File: config.mk
export PLATFORM = sky130hd
export DESIGN_NAME = regfile_mp
export DESIGN_NICKNAME = d
export VERILOG_FILES = /design/src/rtl/regfile_pkg.sv /design/src/rtl/regfile_scoreboard.sv /design/src/rtl/regfile_mp.sv
export SDC_FILE = /design/constraint.sdc
export NUM_CORES = 2
export LEC_CHECK = 0
export ABC_CLOCK_PERIOD_IN_PS = 2900
export BUFFER_PORTS_ARGS = -buffer_cell sky130_fd_sc_hd__buf_2
export CORE_MARGIN = 5
export CORE_UTILIZATION = 49
export CTS_BUF_LIST = sky130_fd_sc_hd__clkbuf_4 sky130_fd_sc_hd__clkbuf_8 sky130_fd_sc_hd__clkbuf_16
export DETAILED_ROUTE_END_ITERATION = 10
export MAX_ROUTING_LAYER = met4
export PLACE_DENSITY = 0.74
export SYNTH_ARGS = -nofsm -noshare
export SYNTH_HDL_FRONTEND = slang
export SYNTH_SLANG_ARGS = --single-unit
File: constraint.sdc
create_clock -name clk_i -period 2.9 [get_ports clk_i]
set_clock_uncertainty 0.05 [all_clocks]
set_input_delay 0.58 -clock clk_i [delete_from_list [all_inputs] [get_ports clk_i]]
set_output_delay 0.58 -clock clk_i [all_outputs]
set_load 0.01 [all_outputs]
File: src/rtl/regfile_pkg.sv
// Shared definitions for the decode-stage integer register file and its pending-write scoreboard.
// Issue and hazard logic import this package so register addressing stays consistent.
package regfile_pkg;

    localparam int REGFILE_XLEN     = 32;
    localparam int REGFILE_NUM_REGS = 32;
    localparam int REGFILE_AW       = $clog2(REGFILE_NUM_REGS);
    localparam int REG_ZERO         = 0;

    typedef logic [REGFILE_AW-1:0] reg_addr_t;

endpackage

File: src/rtl/regfile_scoreboard.sv
// Per-register busy bits: issue sets a bit on allocation, writeback clears it, flush clears all.
// Register 0 never becomes busy.
module regfile_scoreboard
    import regfile_pkg::*;
#(
    parameter int NUM_REGS = REGFILE_NUM_REGS,
    parameter int NUM_RD   = 2,
    parameter int AW       = $clog2(NUM_REGS)
) (
    input  logic                 clk_i,
    input  logic                 n_rst,
    input  logic [NUM_REGS-1:0]  i_wr_hit,
    input  logic                 i_alloc_en,
    input  logic [AW-1:0]        i_alloc_addr,
    input  logic                 i_flush,
    input  logic [NUM_RD*AW-1:0] i_rd_addr,
    output logic [NUM_REGS-1:0]  o_busy_vec,
    output logic [NUM_RD-1:0]    o_rd_busy
);

    logic [NUM_REGS-1:0] r_busy;

    // Priority per register: flush, then alloc (a newer producer supersedes), then writeback clear.
    always_ff @(posedge clk_i or negedge n_rst) begin
        if (!n_rst) begin
            r_busy <= '0;
        end else begin
            r_busy[0] <= 1'b0;
            for (int r = 1; r < NUM_REGS; r++) begin
                if (i_flush) begin
                    r_busy[r] <= 1'b0;
                end else if (i_alloc_en && (i_alloc_addr == AW'(r))) begin
                    r_busy[r] <= 1'b1;
                end else if (i_wr_hit[r]) begin
                    r_busy[r] <= 1'b0;
                end
            end
        end
    end

    assign o_busy_vec = r_busy;

    // Busy lookups use the registered state only; same-cycle clears are not bypassed.
    for (genvar i = 0; i < NUM_RD; i++) begin : g_rd_busy
        logic [AW-1:0] w_addr;
        assign w_addr       = i_rd_addr[i*AW +: AW];
        assign o_rd_busy[i] = r_busy[w_addr];
    end

endmodule

File: src/rtl/regfile_mp.sv
// Multi-port integer register file with optional write-to-read bypass and a busy scoreboard.
// Register 0 reads as zero; concurrent writes to one address resolve to the highest port.
module regfile_mp
    import regfile_pkg::*;
#(
    parameter  int XLEN     = REGFILE_XLEN,
    parameter  int NUM_REGS = REGFILE_NUM_REGS,
    parameter  int NUM_RD   = 2,
    parameter  int NUM_WR   = 1,
    parameter  int BYPASS   = 1,
    localparam int AW       = $clog2(NUM_REGS)
) (
    input  logic                   clk_i,
    input  logic                   n_rst,
    input  logic [NUM_RD*AW-1:0]   rd_addr_i,
    output logic [NUM_RD*XLEN-1:0] rd_data_o,
    output logic [NUM_RD-1:0]      rd_busy_o,
    input  logic [NUM_WR-1:0]      wr_en_i,
    input  logic [NUM_WR*AW-1:0]   wr_addr_i,
    input  logic [NUM_WR*XLEN-1:0] wr_data_i,
    input  logic                   alloc_en_i,
    input  logic [AW-1:0]          alloc_addr_i,
    input  logic                   flush_i,
    output logic [NUM_REGS-1:0]    busy_vec_o
);

    logic [XLEN-1:0]     r_regs    [NUM_REGS];
    logic [NUM_REGS-1:0] w_wr_hit;
    logic [XLEN-1:0]     w_wr_data [NUM_REGS];

    // Later ports overwrite earlier ones, so the highest-indexed writer wins per address.
    always_comb begin
        w_wr_hit = '0;
        for (int r = 0; r < NUM_REGS; r++) begin
            w_wr_data[r] = '0;
        end
        for (int p = 0; p < NUM_WR; p++) begin
            if (wr_en_i[p]) begin
                w_wr_hit[wr_addr_i[p*AW +: AW]]  = 1'b1;
                w_wr_data[wr_addr_i[p*AW +: AW]] = wr_data_i[p*XLEN +: XLEN];
            end
        end
    end

    always_ff @(posedge clk_i or negedge n_rst) begin
        if (!n_rst) begin
            for (int r = 0; r < NUM_REGS; r++) begin
                r_regs[r] <= '0;
            end
        end else begin
            for (int r = 1; r < NUM_REGS; r++) begin
                if (w_wr_hit[r]) begin
                    r_regs[r] <= w_wr_data[r];
                end
            end
        end
    end

    // Reads are combinational; reset forces zero so bypassed write data cannot leak out.
    for (genvar i = 0; i < NUM_RD; i++) begin : g_rd
        logic [AW-1:0]   w_addr;
        logic [XLEN-1:0] w_data;
        assign w_addr = rd_addr_i[i*AW +: AW];
        always_comb begin
            if (!n_rst || (w_addr == AW'(REG_ZERO))) begin
                w_data = '0;
            end else if ((BYPASS != 0) && w_wr_hit[w_addr]) begin
                w_data = w_wr_data[w_addr];
            end else begin
                w_data = r_regs[w_addr];
            end
        end
        assign rd_data_o[i*XLEN +: XLEN] = w_data;
    end

    regfile_scoreboard #(
        .NUM_REGS (NUM_REGS),
        .NUM_RD   (NUM_RD),
        .AW       (AW)
    ) u_scoreboard (
        .clk_i        (clk_i),
        .n_rst        (n_rst),
        .i_wr_hit     (w_wr_hit),
        .i_alloc_en   (alloc_en_i),
        .i_alloc_addr (alloc_addr_i),
        .i_flush      (flush_i),
        .i_rd_addr    (rd_addr_i),
        .o_busy_vec   (busy_vec_o),
        .o_rd_busy    (rd_busy_o)
    );

endmodule
# Word level (Yosys, flattened, before mapping)
# Cells that the tools add are included.
[word_totals]
ramBits = 0
rom_bits = 0
regBits = 1023
mem_count = 0
latch_bits = 0
wordCells = 297
[op_classes]
mul = 0
n_shift = 0
eq_ne = 31
order_cmp = 8
n_addsub = 0
div_mod_pow = 0
bitwise_logic = 4
reduce_logical = 69
muxes = 123
[ops]
columns = ["cell", "n"]
rows = [
  ["1024-bit AND", 1],
  ["1024-bit 2-to-1 mux", 1],
  ["32-bit binary-select mux with 5-bit select", 4],
  ["32-bit 2-to-1 mux", 14],
  ["32-bit demux with 5-bit select", 1],
  ["1-bit 2-to-1 mux", 98],
  ["3-bit nonzero test", 31],
  ["5-bit == test (second input constant)", 16],
  ["5-bit by 4-bit == test with 1-bit output (second input constant)", 8],
  ["1-bit logical AND", 33],
  ["1-bit binary-select mux with 5-bit select", 4],
  ["5-bit by 3-bit == test with 1-bit output (second input constant)", 4],
  ["6-bit greater-or-equal comparator (second input constant)", 3],
  ["5-bit by 6-bit < comparator with 1-bit output (second input constant)", 3],
  ["5-bit inverter with 6-bit output", 3],
  ["5-bit by 2-bit == test with 1-bit output (second input constant)", 2],
  ["5-bit zero test", 2],
  ["6-bit by 1-bit < comparator with 1-bit output (second input constant)", 1],
  ["1-bit demux with 5-bit select", 1],
  ["5-bit by 1-bit == test with 1-bit output (second input constant)", 1],
  ["5-bit by 1-bit greater-or-equal comparator with 1-bit output (second input constant)", 1],
  ["1-bit logical OR", 2],
  ["1-bit zero test", 1],
]

# Logic depth before layout (Yosys ltp)
[depth]
ltp_word = 12
depth_mapped = 10
ltp_nobuf = 6

# By module
# A second synthesis with hierarchy kept.
[hier_totals]
hier_cells = 4656
area_unflattened_um2 = 56635.6
[by_module_without_submodules]
columns = ["module", "instances", "cells_per_inst", "area_each_um2"]
rows = [
  ["regfile_mp", 1, 4433, 54638.7],
  ["regfile_scoreboard", 1, 223, 1996.9],
]

# Worst setup path after synthesis
# No wires, ideal clock.
[synth_timing]
kind = "input to output"
from = "input rd_addr_i[1]"
to = "output rd_data_o[17]"
n_path_buf = 3
required_ps = 2270
stages = 7
path_slack_ps = 28
t_arrival_ps = 2242
path_cell_list = "buf_4 > buf_4 > buf_2 > mux4_2 > mux4_2 > a41oi_1 > o31ai_1"
[synth_via]
elab_chain_len = 6
[synth_lines]
columns = ["element", "line_no", "source"]
rows = [
  ["start: declaration", "regfile_mp.sv:15", "input logic [NUM_RD*AW-1:0] rd_addr_i,"],
  ["5-bit inverter with 6-bit output (implied by the code)", "regfile_mp.sv:68, regfile_mp.sv:70", ""],
  ["32-bit binary-select mux with 5-bit select, on equally long branches", "regfile_mp.sv:70, regfile_mp.sv:68", ""],
  ["32-bit 2-to-1 mux, on equally long branches (2 in series)", "regfile_mp.sv:70, regfile_mp.sv:68", ""],
  ["32-bit 2-to-1 mux", "regfile_mp.sv:67", "end else if ((BYPASS != 0) && w_wr_hit[w_addr]) begin"],
  ["32-bit 2-to-1 mux *", "regfile_mp.sv:65", "if (!n_rst || (w_addr == AW'(REG_ZERO))) begin"],
  ["end: declaration", "regfile_mp.sv:16", "output logic [NUM_RD*XLEN-1:0] rd_data_o,"],
]
# Mark *: on every way between the ends. The rest lies on a longest branch, timed or not. The select of a mux whose other input is x is not followed.

# Worst setup path after layout
[layout_timing]
from = "register r_regs[563] (netlist bit)"
to = "output rd_data_o[19]"
[layout_via]
elab_chain_len = 5
[layout_lines]
columns = ["element", "line_no", "source"]
rows = [
  ["start: declaration", "regfile_mp.sv:27", "logic [XLEN-1:0] r_regs [NUM_REGS];"],
  ["start signal: indexed assignment", "regfile_mp.sv:53", "r_regs[r] <= w_wr_data[r];"],
  ["32-bit binary-select mux with 5-bit select", "regfile_mp.sv:70", "w_data = r_regs[w_addr];"],
  ["32-bit 2-to-1 mux (implied by the code) (2 in series)", "regfile_mp.sv:70", ""],
  ["32-bit 2-to-1 mux", "regfile_mp.sv:67", ""],
  ["32-bit 2-to-1 mux", "regfile_mp.sv:65", ""],
]
# No other way between the ends. The select of a mux whose other input is x is not followed.

==> results_dict.tcl <==
set metrics [dict create \
    p_leak_nw 32.1 \
    dp_hpwl_um 144000 \
    synth_seq_area_share 0.451 \
    h-tree-depth 3 \
    fin_nets 4973 \
    antenna_found_initial 14 \
    ioPinCount 155 \
    maxSlewHeadroom 0.239 \
    synthArstFlopShare 1.00 \
    synth-seq-cells 1023 \
    p_total_mw 45.8 \
    die_h_um 351 \
    io_buffers 153 \
    status "finished with violations" \
    initialDrtViolationCount 6629 \
    most-common-layout-cells "dfrtp_1 (1023), mux2_2 (943), buf_4 (564)" \
    area_growth_pct 29.6 \
    root_buffer "clkbuf_16" \
    cts_tree "yes" \
    vias_per_cell 7.13 \
    fmax_ghz 0.293 \
    clock_latency_ns 0.71 \
    grt_max_degree 184 \
    ys_warn_count 32 \
    post_dp_cell_area_um2 63800 \
    crit_required_ns 2.27 \
    path_clk_slew_ns 0.06 \
    postSynth.topFlopCell "dfrtp_1" \
    min_period_ns 3.41 \
    wl_per_cell_um 35.2 \
    cts_sinks 1023 \
    crit_fanout 3 \
    min_path_type "in2async" \
    grt_pass1_wl_um 327000 \
    grt_pass1_vias 46900 \
    detail-route-antenna-nets 0 \
    cap_violations 0 \
    r2r_slack_ns 1.91 \
    synth_area_um2 56800 \
    rsz0062_at_grt "yes" \
    crit_type "reg2out" \
    route.vias.total 46700 \
    finish.instance_area_um2 73600 \
    fin_ws_ns -0.508 \
    fin_crit_sh 1.18 \
    avgSynthCellArea_um2 13.4 \
    worstPathArrival_ns 2.78 \
    coreArea_um2 116000 \
    die_area_um2 123000 \
    wl_met2_um 98100 \
    worst_pin_slew_ns 1.14 \
    layout-drive-gt1-share 0.602 \
    vdd_drop_max_mv 0.568 \
    cts_buffer_depth 3 \
    synthCells 4234 \
    globalplace.congestion 1.00 \
    hold_viol_final 0 \
    core.rowCount 125 \
    met3_length_um 33000 \
    wl_met1_um 80500 \
    die_x_um 351 \
    critPathLaunchType "flop" \
    synth_edf_count 0 \
    top_layer "met4" \
    violations "setup timing" \
    grt_overflow 0 \
    route.detailed.drc 0 \
    power_density_nw_per_um2 623 \
    first_pass_iters 6 \
    grt_usage 0.375 \
    final_max_slew_viol_count 0 \
    report.final.setup_viol 66 \
    final_core_util 0.636 \
    final_common_cell "dfrtp_1" \
    syn_nets 4291 \
    critPathCaptureType "output pin" \
    cts_made_buffers 108 \
    wirelength_um 231000 \
    initial_core_util 0.491 \
    synth.distinct_cells 80 \
]
==> flip-flops by register name, indices dropped and copies added (netlist names) <==
| signal | flops |
|---|---|
| r_regs | 992 |
| u_scoreboard.o_busy_vec | 31 |
==> worst paths after layout <==
check                                          endpoint                    start  cells past startpoint
worst max-delay path                      rd_data_o[19]  r_regs[563]$_DFFE_PN0N_                      7
worst min-delay path            r_regs[480]$_DFFE_PN0N_                    n_rst                      2
worst max register to register  r_regs[706]$_DFFE_PN0N_  r_regs[706]$_DFFE_PN0N_                      2
worst min register to register  r_regs[844]$_DFFE_PN0N_  r_regs[844]$_DFFE_PN0N_                      2
max in group asynchronous       r_regs[217]$_DFFE_PN0N_                    n_rst                      4
min in group clk_i              r_regs[246]$_DFFE_PN0N_            wr_data_i[22]                      2
==> logic make-up (layout without fill, tap and decap cells) <==
kind of cell              Yosys count  after routing  synth area share
AOI/OAI and AO/OA                 620            620            0.0726
xor gates and xnor gates           11             11           0.00196
buffers and inverters             475           1243            0.0420
DFF                              1023           1023             0.451
muxes                            1523           1523             0.387
other                               1             22         0.0000660
and+or+nand+nor                   581            581            0.0457
==> routing by layer <==
metal	global-route usage	vias up
met4	0.237	0
met3	0.131	1207
li1	-	17600
met2	0.522	3911
met5	-	-
met1	0.468	23900
==> critical path, stage by stage (launching register included) <==
cell      delay [ns]
dfrtp_1         0.42
mux4_2          0.51
nand2_2         0.10
a21oi_2         0.07
a311oi_2        0.30
a21oi_1         0.14
a311o_1         0.38
buf_2           0.18
==> report_power, final <==
part           switching [mW]  total, mW  internal, mW
clock network            6.22       15.3          9.09
registers                2.29       19.3          17.0
logic                    4.88       11.3          6.38
==> per-stage QoR <==
| step | setup TNS (ns) | setup slack, ns | hold WS [ns] | instances |
|---|---|---|---|---|
| floorplan | 0 | 0.0279 | 0.234 | 4234 |
| global placement | -28.18 | -0.723 | 0.423 | 6098 |
| detailed placement | -27.77 | -0.735 | 0.437 | 6098 |
| CTS | -19.34 | -0.571 | 0.0494 | 6459 |
| global route | -23.06 | -0.511 | 0.0999 | 6537 |
| finish | -22.01 | -0.508 | 0.0407 | 6547 |
==> synthesized netlist by cell type (6+ instances only) <==
master / number / area share
mux2_1: 22 / 0.0044
nor3_1: 45 / 0.0040
nand2b_1: 21 / 0.0023
buf_4: 60 / 0.0079
a2111oi_0: 6 / 0.00092
a22o_1: 8 / 0.0012
a221oi_1: 62 / 0.0096
o221ai_1: 6 / 0.00092
clkbuf_1: 216 / 0.014
o21ai_0: 149 / 0.013
o22ai_1: 95 / 0.010
dfrtp_1: 1023 / 0.45
a211oi_1: 22 / 0.0029
nand4_1: 6 / 0.00066
a221o_1: 24 / 0.0042
o211ai_1: 7 / 0.00092
buf_2: 149 / 0.013
buf_6: 24 / 0.0048
mux4_2: 442 / 0.18
a311o_1: 6 / 0.0011
and3_1: 7 / 0.00077
o31ai_1: 9 / 0.0012
or2_2: 6 / 0.00066
or3_1: 7 / 0.00077
nor2b_1: 25 / 0.0028
a21boi_0: 10 / 0.0013
nand2_1: 251 / 0.017
a21oi_1: 121 / 0.011
a311oi_1: 9 / 0.0014
mux2i_1: 106 / 0.019
inv_1: 20 / 0.0013
a22oi_1: 26 / 0.0034
a31oi_1: 14 / 0.0015
nand3_1: 55 / 0.0048
mux2_2: 953 / 0.19
nor2_1: 134 / 0.0089
==> cell type report <==
cell class	instances	area (µm²)
clock buffer	146	3090
timing repair buffer	1027	10900
clock inverter	50	786
multi-input combinational	2736	31200
fill	7886	42100
antenna	21	52.6
inverter	20	87.6
sequential	1023	25600
tap	1524	1910
==> repair_timing <==
item | CTS | global route
buffers inserted | 156 | 85
hold buffers | 1 | 0
gates resized for setup | 479 | 301
setup endpoints to repair | 66 | 66
endpoints found under the hold margin | 20 | 0
pin swaps | 177 | 153
cloned | 23 | 7
Note: power is estimated with default switching activity, not from simulation.
